<file path="config.mk">
export PLATFORM = sky130hd
export DESIGN_NAME = matrix_seq
export DESIGN_NICKNAME = d
export VERILOG_FILES = /design/src/rtl/matrix_seq.sv
export SDC_FILE = /design/constraint.sdc
export NUM_CORES = 1
export LEC_CHECK = 0
export CORE_MARGIN = 2
export CORE_UTILIZATION = 40
export DETAILED_ROUTE_END_ITERATION = 6
export PLACE_DENSITY = 0.64
export SYNTH_ARGS = -nofsm -noshare
export SYNTH_HDL_FRONTEND = slang
export SYNTH_SLANG_ARGS = --single-unit
</file>
<file path="constraint.sdc">
create_clock -name clk -period 2.8 [get_ports clk]
set_clock_uncertainty 0.05 [all_clocks]
set_input_delay 0.56 -clock clk [delete_from_list [all_inputs] [get_ports clk]]
set_output_delay 0.56 -clock clk [all_outputs]
set_load 0.05 [all_outputs]
</file>
<file path="src/rtl/matrix_seq.sv">
// Sequencer for the 4-lane dot-product datapath: holds a 4x4 matrix and a vector, issues rows, collects results.
// Optional feature: define MATSEQ_TOTAL_EN to add the 22-bit res_total accumulator and port.
module matrix_seq #(
    parameter int TREE_LAT = 2
) (
    input  logic        clk,
    input  logic        reset,
    input  logic        ld_en,
    input  logic [3:0]  ld_addr,
    input  logic [7:0]  ld_data,
    input  logic        vec_en,
    input  logic [1:0]  vec_addr,
    input  logic [7:0]  vec_data,
    input  logic        start,
    output logic        busy,
    output logic [7:0]  v0,
    output logic [7:0]  v1,
    output logic [7:0]  v2,
    output logic [7:0]  v3,
    output logic [7:0]  num0,
    output logic [7:0]  num1,
    output logic [7:0]  num2,
    output logic [7:0]  num3,
    output logic [3:0]  con_valid,
    input  logic [19:0] sum_in,
    output logic        res_valid,
    output logic [1:0]  res_row,
    output logic [19:0] res_data,
    output logic        done
`ifdef MATSEQ_TOTAL_EN
    ,
    output logic [21:0] res_total
`endif
);

    typedef enum logic [1:0] {
        S_IDLE  = 2'd0,
        S_ISSUE = 2'd1,
        S_DRAIN = 2'd2,
        S_DONE  = 2'd3
    } state_t;

    state_t              state_q;
    logic [1:0]          row_q;
    logic                busy_q;
    logic [3:0]          con_valid_q;
    logic                done_q;
    logic [7:0]          mat_q [16];
    logic [7:0]          vec_q [4];
    logic [TREE_LAT-1:0] pipe_vld_q;
    logic [1:0]          pipe_row_q [TREE_LAT];
    logic [3:0]          cnt_q;
    logic                res_valid_q;
    logic [1:0]          res_row_q;
    logic [19:0]         res_data_q;

    logic                issue_s;
    logic                start_acc_s;
    logic                capt_s;
    logic [1:0]          sel_row_s;

    assign issue_s     = (state_q == S_ISSUE);
    assign start_acc_s = (state_q == S_IDLE) && start;
    assign capt_s      = pipe_vld_q[TREE_LAT-1];
    // Outside ISSUE the row mux parks on row 0.
    assign sel_row_s   = issue_s ? row_q : 2'd0;

    assign v0        = mat_q[{sel_row_s, 2'd0}];
    assign v1        = mat_q[{sel_row_s, 2'd1}];
    assign v2        = mat_q[{sel_row_s, 2'd2}];
    assign v3        = mat_q[{sel_row_s, 2'd3}];
    assign num0      = vec_q[0];
    assign num1      = vec_q[1];
    assign num2      = vec_q[2];
    assign num3      = vec_q[3];
    assign busy      = busy_q;
    assign con_valid = con_valid_q;
    assign done      = done_q;
    assign res_valid = res_valid_q;
    assign res_row   = res_row_q;
    assign res_data  = res_data_q;

    // Control FSM with its registered status outputs.
    always_ff @(posedge clk or negedge reset) begin
        if (!reset) begin
            state_q     <= S_IDLE;
            row_q       <= 2'd0;
            busy_q      <= 1'b0;
            con_valid_q <= 4'd0;
            done_q      <= 1'b0;
        end else begin
            done_q <= 1'b0;
            case (state_q)
                S_IDLE: begin
                    if (start) begin
                        state_q     <= S_ISSUE;
                        row_q       <= 2'd0;
                        busy_q      <= 1'b1;
                        con_valid_q <= 4'd2;
                    end else begin
                        busy_q      <= 1'b0;
                        con_valid_q <= 4'd0;
                    end
                end
                S_ISSUE: begin
                    row_q <= row_q + 2'd1;
                    if (row_q == 2'd3) begin
                        state_q     <= S_DRAIN;
                        con_valid_q <= 4'd0;
                    end else begin
                        con_valid_q <= 4'd2;
                    end
                end
                S_DRAIN: begin
                    if (cnt_q == 4'd4) begin
                        state_q <= S_DONE;
                        done_q  <= 1'b1;
                    end else begin
                        state_q <= S_DRAIN;
                    end
                end
                S_DONE: begin
                    state_q <= S_IDLE;
                    busy_q  <= 1'b0;
                end
                default: begin
                    state_q     <= S_IDLE;
                    row_q       <= 2'd0;
                    busy_q      <= 1'b0;
                    con_valid_q <= 4'd0;
                end
            endcase
        end
    end

    // Host writes into matrix and vector storage, accepted only while idle.
    always_ff @(posedge clk or negedge reset) begin
        if (!reset) begin
            for (int i = 0; i < 16; i++) mat_q[i] <= 8'd0;
            for (int i = 0; i < 4; i++)  vec_q[i] <= 8'd0;
        end else if (state_q == S_IDLE) begin
            if (ld_en)  mat_q[ld_addr]  <= ld_data;
            if (vec_en) vec_q[vec_addr] <= vec_data;
        end
    end

    // Row tag pipeline matching the adder-tree latency, plus result capture.
    always_ff @(posedge clk or negedge reset) begin
        if (!reset) begin
            pipe_vld_q  <= '0;
            for (int i = 0; i < TREE_LAT; i++) pipe_row_q[i] <= 2'd0;
            cnt_q       <= 4'd0;
            res_valid_q <= 1'b0;
            res_row_q   <= 2'd0;
            res_data_q  <= 20'd0;
        end else begin
            pipe_vld_q[0] <= issue_s;
            pipe_row_q[0] <= row_q;
            for (int i = 1; i < TREE_LAT; i++) begin
                pipe_vld_q[i] <= pipe_vld_q[i-1];
                pipe_row_q[i] <= pipe_row_q[i-1];
            end
            res_valid_q <= capt_s;
            if (capt_s) begin
                res_row_q  <= pipe_row_q[TREE_LAT-1];
                res_data_q <= sum_in;
            end
            if (start_acc_s) begin
                cnt_q <= 4'd0;
            end else if (capt_s) begin
                cnt_q <= cnt_q + 4'd1;
            end
        end
    end

`ifdef MATSEQ_TOTAL_EN
    logic [21:0] total_q;
    assign res_total = total_q;

    // Running sum of the row results of the current run.
    always_ff @(posedge clk or negedge reset) begin
        if (!reset) begin
            total_q <= 22'd0;
        end else if (start_acc_s) begin
            total_q <= 22'd0;
        end else if (capt_s) begin
            total_q <= total_q + {2'd0, sum_in};
        end
    end
`endif

endmodule

</file>
==> impl_metrics.toml, run 1 <==
[logic_synthesis]
yosys.area_share.adder_pct = 1.32
ys_seq_area_share_pct = 58.9
yosys.area_share.simple_pct = 3.55
synthMuxAreaShare_pct = 33.4
avgSynthCellArea_um2 = 16.6
synth_top_family_by_area = "multiplexers"
synth-warning-count = 0
yosysUniqueCellTypes = 35
ys_ff_latch = 200
synth_cells = 512
synth_compound_area_share_pct = 0.736
synth-xor-area-share_pct = 0.309
synth_area_um2 = 8500

[cts]
clock_path_buffers = 2
clk_latency_ns = 0.42
cts-htree-levels = 4
clkTransAtPathRegs_ns = 0.07
clock-sinks = 200
cts_tree = "done"
root_buffer = "clkbuf_16"
numCtsBuffers = 17

[floorplan]
dieWidth_um = 150
ios = 140
fp-row-count = 53
design.die.area_um2 = 22400
start_util_pct = 40.6
core_area_um2 = 21000
dieHeight_um = 150

[finish]
nNetsFinal = 733
area_delta_synth_final_pct = 34.5
final_layout_size_suffix_gt1_share_pct = 48.8
layout_commonest_cell = "dfrtp_1"
antenna-diode-count = 0
mostFrequentLayoutCells = "dfrtp_1, mux2_2, clkdlybuf4s50_1"

[global_route]
grt_pass1_vias = 5483
grt_pass1_wl_mm = 31.0
grt_max_degree = 75
grt_usage_pct = 18.5
gr-total-overflow = 0
antenna_found_initial = 0

[place]
place_congestion = 0.744
portBuffers = 136
dp_hpwl_mm = 13.2

[drt]
drc = 0
firstDrtPassIters = 4
wl_per_cell_um = 20.7
routed_wl_mm = 19.9
vias_per_cell = 5.18
ant_nets = 0
drt-initial-drc-count = 189
vias = 4993

[sta]
fmax_mhz = 364
worstMarginPinSlew_ns = 0.679
holdWs_ns = 0.0904
slew_headroom_pct = 54.7
rsz0062_at_grt = "yes"
finalSetupViolCount = 0
drv_slew = 0
min_period_over_period_pct = 98.1
fin_crit_ns = 2.75
finalHoldViolCount = 0

[worst_hold_path]
hold_path.class = "input pin to asynchronous set/reset pin"

[worst_setup_path]
cp_slowest_cell = "mux4_2"
crit_top_cell = "buf_12"
crit_arrival_ns = 2.14
critPathCaptureType = "primary output"
cp_cell_sequence = "ha_4, nand2_8, buf_12, buf_16, mux4_2, buf_12"
slowest_delay_ns = 0.55
critPathRequiredTime_ns = 2.19
worstPathMaxFanout = 8
critical_path_class = "flip-flop to primary output"
cp-start-kind = "flip-flop"

[pwr]
ir_worst_vdd_mv = 0.408
power_leakage_nw = 5.42
fin_total_pwr_w = 0.00556
cellPowerDensity_nw_per_um2 = 486

[job]
cap_violations = 0

[outcome]
status = "complete, no violations"
-- cells in the mapped netlist, drive strengths merged --
cell type,number,area share [%]
ha,9,1.3
clkbuf,11,0.49
nand4,3,0.37
nand2b,7,0.52
conb,1,0.044
or3,1,0.074
xnor2,2,0.21
nor2b,3,0.22
o21ai,2,0.12
nor3,2,0.31
mux2i,2,0.24
nor2,11,0.75
mux4,32,8.5
mux2,184,25
dfrtp,200,59
buf,15,1.0
nand4b,4,0.74
nand2,7,0.31
and4bb,1,0.15
a211oi,1,0.088
xor2,1,0.10
inv,5,0.22
a21boi,2,0.18
a21oi,4,0.24
and4b,1,0.12
a32o,1,0.12
-- sequential cells by signal, summed over array words and instances, names as in the netlist --
name and flops:
num2 8, res_row 2, num0 8, mat_q 128
state_q 2, num1 8, cnt_q 4, con_valid 1
pipe_row_q 4, res_data 20, pipe_vld_q 2, res_valid 1
row_q 2, busy 1, done 1, num3 8
-- per-layer routing --
layer | GRT usage (%) | routed length, um | up-vias
met2 | 32.8 | 10700 | 88
met4 | 5.14 | 190 | 0
li1 | - | - | 2198
met5 | 0 | 0 | -
met1 | 23.7 | 8600 | 2697
met3 | 2.87 | 449 | 10
-- repair_timing --
item                       CTS  global route
buffers inserted             4             4
hold endpoints to repair     0             0
gates cloned                 3             1
setup endpoints to repair   32            32
hold buffers                 0             0
pin swaps                    1             1
resized for setup            8             4
-- final cells by class --
type,instances,area (um^2)
multi-input combinational,283,3400
clock inverter,14,136
inverter,5,18.8
tap,275,344
sequential,200,5000
clock buffer,17,425
fill,1741,9520
timing repair buffer,170,2110
-- power breakdown --
part           total, W  internal (W)  leakage, nW  switching, W
clock network   0.00237       0.00125        0.267       0.00112
registers       0.00291       0.00290         2.71    0.00000737
logic          0.000285      0.000105         2.44      0.000180
-- stage by stage --
stage / util [%] / area, um^2 / setup TNS, ns / cells / setup slack, ns
5_1_grt: 54.6 / 11400 / -0.128 / 964 / -0.0196
3_3_place_gp: 50.9 / 10700 / 0 / 922 / 0.306
3_5_place_dp: 50.9 / 10700 / 0 / 922 / 0.285
4_1_cts: 54.3 / 11400 / 0 / 960 / 0.000374
2_1_floorplan: - / 8510 / 0 / 514 / 0.370
6_report: 54.6 / 11400 / 0 / 964 / 0.0543
-- final timing paths --
path                          startpoint             to  slack [ns]  depth (start not counted)
min reg2reg                pipe_row_q[3]  pipe_row_q[1]        0.30                          0
max reg2reg                   state_q[0]      mat_q[93]        0.31                          6
min                                reset        num3[4]        0.09                          1
min in group clk           pipe_row_q[3]  pipe_row_q[1]        0.30                          0
max in group asynchronous          reset      mat_q[55]        1.87                          2
max                           state_q[0]          v0[7]        0.05                          6
-- cell families after synthesis --
logic type,after synthesis
flip-flops,200
XOR/XNOR,3
AO/OA/AOI/OAI,10
buffers and inverters,31
adder cells (fa/ha/maj),9
AND/OR/NAND/NOR,40
other,1
multiplexers,218
-- worst max-delay path, delay by kind of cell, from the launching register on --
| kind | cells | cell delay [ns] |
|---|---|---|
| mux | 1 | 0.55 |
| flops | 1 | 0.42 |
| simple gates | 1 | 0.09 |
| fa+ha+maj | 1 | 0.20 |
| buf+inv | 3 | 0.43 |
Power figures use the tool's default switching activity.
==> inputs of run 2 (changes only) <==
- TNS_END_PERCENT: default -> 1
==> run 2 against run 1 <==
Effect of this change: final cell count is the same; sequential share of layout area is essentially flat; critical endpoint is now v1[2]; wire length down 1.0%; combinational power barely moved; critical path depth is the same; non-clock buffer count unchanged; total power is essentially flat; via count fell by 0.36%; maximum frequency down 0.50%; global-route usage is the same.
==> impl_metrics.toml, run 2 (synthesis results as in run 1) <==
[outcome]
status = "complete, no violations"

[sta]
worstMarginPinSlew_ns = 0.691
holdWs_ns = 0.0915
min_period_over_period_pct = 98.6
slew_headroom_pct = 53.9
rsz0062_at_grt = "yes"
drv_slew = 0
fin_crit_ns = 2.76
fmax_mhz = 362
finalHoldViolCount = 0
finalSetupViolCount = 0

[cts]
numCtsBuffers = 17
root_buffer = "clkbuf_16"
clkTransAtPathRegs_ns = 0.07
cts_tree = "done"
clock-sinks = 200
clk_latency_ns = 0.42
clock_path_buffers = 2
cts-htree-levels = 4

[place]
dp_hpwl_mm = 13.2
place_congestion = 0.744
dp_cells = 922
portBuffers = 136

[pwr]
power_leakage_nw = 5.40
ir_worst_vdd_mv = 0.408
cellPowerDensity_nw_per_um2 = 487

[finish]
finish.utilization_pct = 54.5
final.fill_count = 1742
mostFrequentLayoutCells = "dfrtp_1, mux2_2, clkdlybuf4s50_1"
fin_cells = 964
max_flop_register = "mat_q"
nNetsFinal = 733
final_layout_size_suffix_gt1_share_pct = 48.8
antenna-diode-count = 0
layout_commonest_cell = "dfrtp_1"
area_delta_synth_final_pct = 34.4
largest_reg_flops = 128

[global_route]
antenna_found_initial = 0
grt_pass1_wl_mm = 31.0
grt_pass1_vias = 5485
grt_usage_pct = 18.5
grt_max_degree = 75
gr-total-overflow = 0

[floorplan]
fp-row-count = 53
design.die.area_um2 = 22400
dieWidth_um = 150
core_area_um2 = 21000
dieHeight_um = 150
ios = 140
start_util_pct = 40.6

[drt]
vias_per_cell = 5.16
wl_per_cell_um = 20.4
drt-initial-drc-count = 213
firstDrtPassIters = 4
routed_wl_mm = 19.7
drc = 0
ant_nets = 0
vias = 4975

[worst_setup_path]
crit_arrival_ns = 2.15
critical_path_class = "flip-flop to primary output"
cp_slowest_cell = "dfrtp_1"
worstPathMaxFanout = 32
slowest_delay_ns = 0.42
critPathRequiredTime_ns = 2.19
critPathCaptureType = "primary output"
cp-start-kind = "flip-flop"
cp_cell_sequence = "buf_4, ha_2, nand2_2, buf_12, mux4_2, buf_12"
crit_top_cell = "buf_12"

[job]
cap_violations = 0

[worst_hold_path]
hold_path.class = "input pin to asynchronous set/reset pin"
==> run 2: changes by cell type in the layout (fill, tap and decap cells not counted) <==
cell | before | now
nand2_2 | 0 | 1
clkbuf_16 | 18 | 17
buf_12 | 39 | 40
nand2_4 | 1 | 0
==> run 2: layout make-up <==
class / instances / area [um^2] / share of cell area (%)
clock inverter: 14 / 136 / 1.19
inverter: 5 / 18.8 / 0.164
clock buffer: 17 / 425 / 3.72
tap: 275 / 344 / 3.01
sequential: 200 / 5000 / 43.8
multi-input combinational: 283 / 3390 / 29.7
timing repair buffer: 170 / 2100 / 18.4
==> run 2: final timing paths <==
kind / cells past startpoint / to / slack (ns) / start
worst min register to register: 0 / pipe_row_q[1] / 0.30 / pipe_row_q[3]
worst max-delay path: 6 / v1[2] / 0.04 / state_q[0]
worst max register to register: 6 / mat_q[93] / 0.30 / state_q[0]
worst min-delay path: 1 / num3[4] / 0.09 / reset
min in group clk: 0 / pipe_row_q[1] / 0.30 / pipe_row_q[3]
max in group asynchronous: 2 / mat_q[55] / 1.87 / reset
==> run 2: timing repair <==
action,4_1_cts,5_1_grt
endpoints found under the setup margin,32,32
buffers inserted,4,4
pin swaps,1,1
gates cloned,3,0
hold buffers,0,0
resized for setup,8,3
==> run 2: stage by stage <==
| step | setup WS, ns | total power, W | cell area [um^2] | setup TNS (ns) |
|---|---|---|---|---|
| floorplan | 0.370 | 0.00306 | 8510 | 0 |
| global placement | 0.306 | 0.00324 | 10700 | 0 |
| detailed placement | 0.285 | 0.00326 | 10700 | 0 |
| CTS | 0.000374 | 0.00563 | 11400 | 0 |
| global route | -0.0205 | 0.00579 | 11400 | -0.169 |
| finish | 0.0404 | 0.00556 | 11400 | 0 |
==> run 2: power by group <==
group	switching (W)	internal, W	total, W
clock	0.00112	0.00125	0.00237
sequential	0.00000737	0.00290	0.00291
combinational	0.000180	0.000105	0.000285
==> run 2: per-layer routing <==
metal	share of wire, %	vias to the layer above	global-route usage, %
met2	54	96	32.8
met1	43	2670	23.7
met3	2.6	14	2.87
li1	-	2195	-
met5	0	-	0
met4	1.2	0	5.14
==> run 2: worst max-delay path: cells and delay by family, from the launching register on <==
kind / cells / cell delay [ns]
buffers and inverters: 3 / 0.57
flip-flops: 1 / 0.42
multiplexers: 1 / 0.40
adder cells (fa/ha/maj): 1 / 0.21
AND/OR/NAND/NOR: 1 / 0.08
==> inputs of run 3 (changes only) <==
- DONT_BUFFER_PORTS: default -> 1
- PLACE_DENSITY: 0.64 -> 0.55
==> run 3 against run 2 <==
Effect of this change: the flow now finishes with violations (hold timing); sequential share of layout area is 5.0 points higher; design area is 10% lower; global-route usage is 1.3 points lower; clock power is 11% higher; clock-buffer cell count stayed put; die area stayed put.
==> impl_metrics.toml, run 3 (synthesis results as in run 1) <==
[floorplan]
start_util_pct = 40.6
core_area_um2 = 21000
fp-row-count = 53
ios = 140
dieHeight_um = 150
design.die.area_um2 = 22400
dieWidth_um = 150

[worst_setup_path]
r2r_end = "mat_q[83]"
slowest_delay_ns = 0.55
critical-path-top-delay-family = "multiplexers"
cp_cell_sequence = "ha_4, nand2_8, clkbuf_16, mux4_2, buf_12"
critical_path_class = "flip-flop to primary output"
r2r_cells = 5
r2r-start = "state_q[0]"
critPathRequiredTime_ns = 2.19
cp_slowest_cell = "mux4_2"
worstPathMaxFanout = 6
crit_arrival_ns = 2.12
critPathCaptureType = "primary output"
r2r_setup_slack_ns = 0.43
crit_buf_inv = 2
cp-start-kind = "flip-flop"

[cts]
numCtsBuffers = 17
root_buffer = "clkbuf_16"
clock_path_buffers = 2
clk_latency_ns = 0.43
clock-sinks = 200
clkTransAtPathRegs_ns = 0.07
cts_tree = "done"
cts-htree-levels = 4

[pwr]
power_leakage_nw = 4.93
combPwrFrac_pct = 0.6
power_frac_seq_pct = 52.6
internal_power_w = 0.00437
swShare_pct = 22.5
p_clk_share_pct = 46.8
power.switching_w = 0.00127
ir_worst_vdd_mv = 0.408
cellPowerDensity_nw_per_um2 = 550

[place]
portBuffers = 0
dp_hpwl_mm = 11.7
place_congestion = 0.728

[finish]
final_layout_size_suffix_gt1_share_pct = 56.0
final-seq-area_um2 = 5010
multi_input_area_um2 = 3390
mostFrequentLayoutCells = "dfrtp_1, mux2_2, buf_12"
antenna-diode-count = 0
nNetsFinal = 611
largest_reg_flops = 128
area_delta_synth_final_pct = 20.5
max_flop_register = "mat_q"
finish.utilization_pct = 48.9
final.fill_count = 1803
layout_commonest_cell = "dfrtp_1"

[worst_hold_path]
hold_path.class = "input pin to asynchronous set/reset pin"

[global_route]
grt_max_degree = 201
grt_pass1_wl_mm = 28.6
met3_usage_pct = 4.60
grt_usage_pct = 17.2
gr-total-overflow = 0
use_met1_pct = 22.9
antenna_found_initial = 0
busiest_layer = "met2"
grt_pass1_vias = 4848
grt_use_met2_pct = 28.1

[sta]
worstMarginPinSlew_ns = 0.686
fin_crit_ns = 2.73
finalHoldViolCount = 200
min_period_over_period_pct = 97.4
holdWs_ns = -0.230
finalSetupViolCount = 0
rsz0062_at_grt = "no"
fmax_mhz = 367
drv_slew = 0
setup-tns-final_ns = 0
slew_headroom_pct = 54.2

[drt]
vias = 4507
drc = 0
drt-initial-drc-count = 202
wl_per_cell_um = 22.0
vias_per_cell = 5.35
routed_wl_mm = 18.5
ant_nets = 0
firstDrtPassIters = 4

[outcome]
status = "finished with violations"
violations = "hold timing"

[job]
cap_violations = 0
[run 3: cell types whose count changed in the layout (fill, tap and decap cells not counted), moves of 2 or more]
| cell | change |
|---|---|
| buf_12 | -5 |
| buf_16 | -2 |
| buf_4 | -12 |
| bufinv_16 | +2 |
| clkbuf_16 | +2 |
| clkdlybuf4s50_1 | -103 |
| clkinv_4 | +2 |
| clkinvlp_4 | -2 |
| inv_6 | -3 |
[run 3: power by group through the flow]
stage	registers [W]	logic (W)	clock network, W
after global placement	0.00302	0.0000321	0
final	0.00296	0.0000335	0.00264
after global routing	0.00296	0.0000353	0.00285
after detailed placement	0.00302	0.0000338	0
after CTS	0.00296	0.0000338	0.00272
after floorplan	0.00302	0.0000455	0
[run 3: final cells by class]
class,instances,share of cell area (%)
sequential,200,48.9
clock buffer,17,4.15
multi-input combinational,283,33.1
clock inverter,15,2.06
inverter,5,0.183
timing repair buffer,48,8.33
tap,275,3.36
[run 3: how the worst max path moves through the flow]
stage | slack [ns] | cells past startpoint | startpoint | to
floorplan | 0.37 | 5 | state_q[1] | v0[0]
global placement | 0.36 | 6 | state_q[1] | v3[1]
detailed placement | 0.31 | 6 | state_q[1] | v3[1]
CTS | 0.02 | 6 | state_q[1] | v3[1]
global route | 0.005 | 5 | state_q[0] | v2[5]
finish | 0.07 | 5 | state_q[0] | v2[0]
[run 3: per-stage QoR]
stage	setup WS [ns]	power [W]	cell area (um^2)	std cells
after floorplan	0.370	0.00306	8510	514
after global placement	0.363	0.00305	9480	807
after detailed placement	0.310	0.00305	9480	807
after CTS	0.0188	0.00572	10200	841
after global routing	0.00517	0.00585	10200	843
final	0.0731	0.00564	10200	843
[run 3: worst register-to-register path: stages (launching register included)]
cell and delay, ns:
dfrtp_2 0.45, inv_1 0.14, ha_1 0.34, nand4b_1 0.31
nor2_2 0.58, mux2_2 0.40
[run 3: what timing repair did]
item,in CTS,in global routing
hold endpoints to repair,200,200
setup buffers,1,0
setup endpoints to repair,32,32
gates cloned,1,2
resized for setup,6,5
[run 3: metal layers]
| layer | up-vias | wire [um] |
|---|---|---|
| li1 | 1960 | - |
| met2 | 91 | 9270 |
| met5 | - | 0 |
| met1 | 2440 | 8210 |
| met4 | 0 | 235 |
| met3 | 16 | 797 |
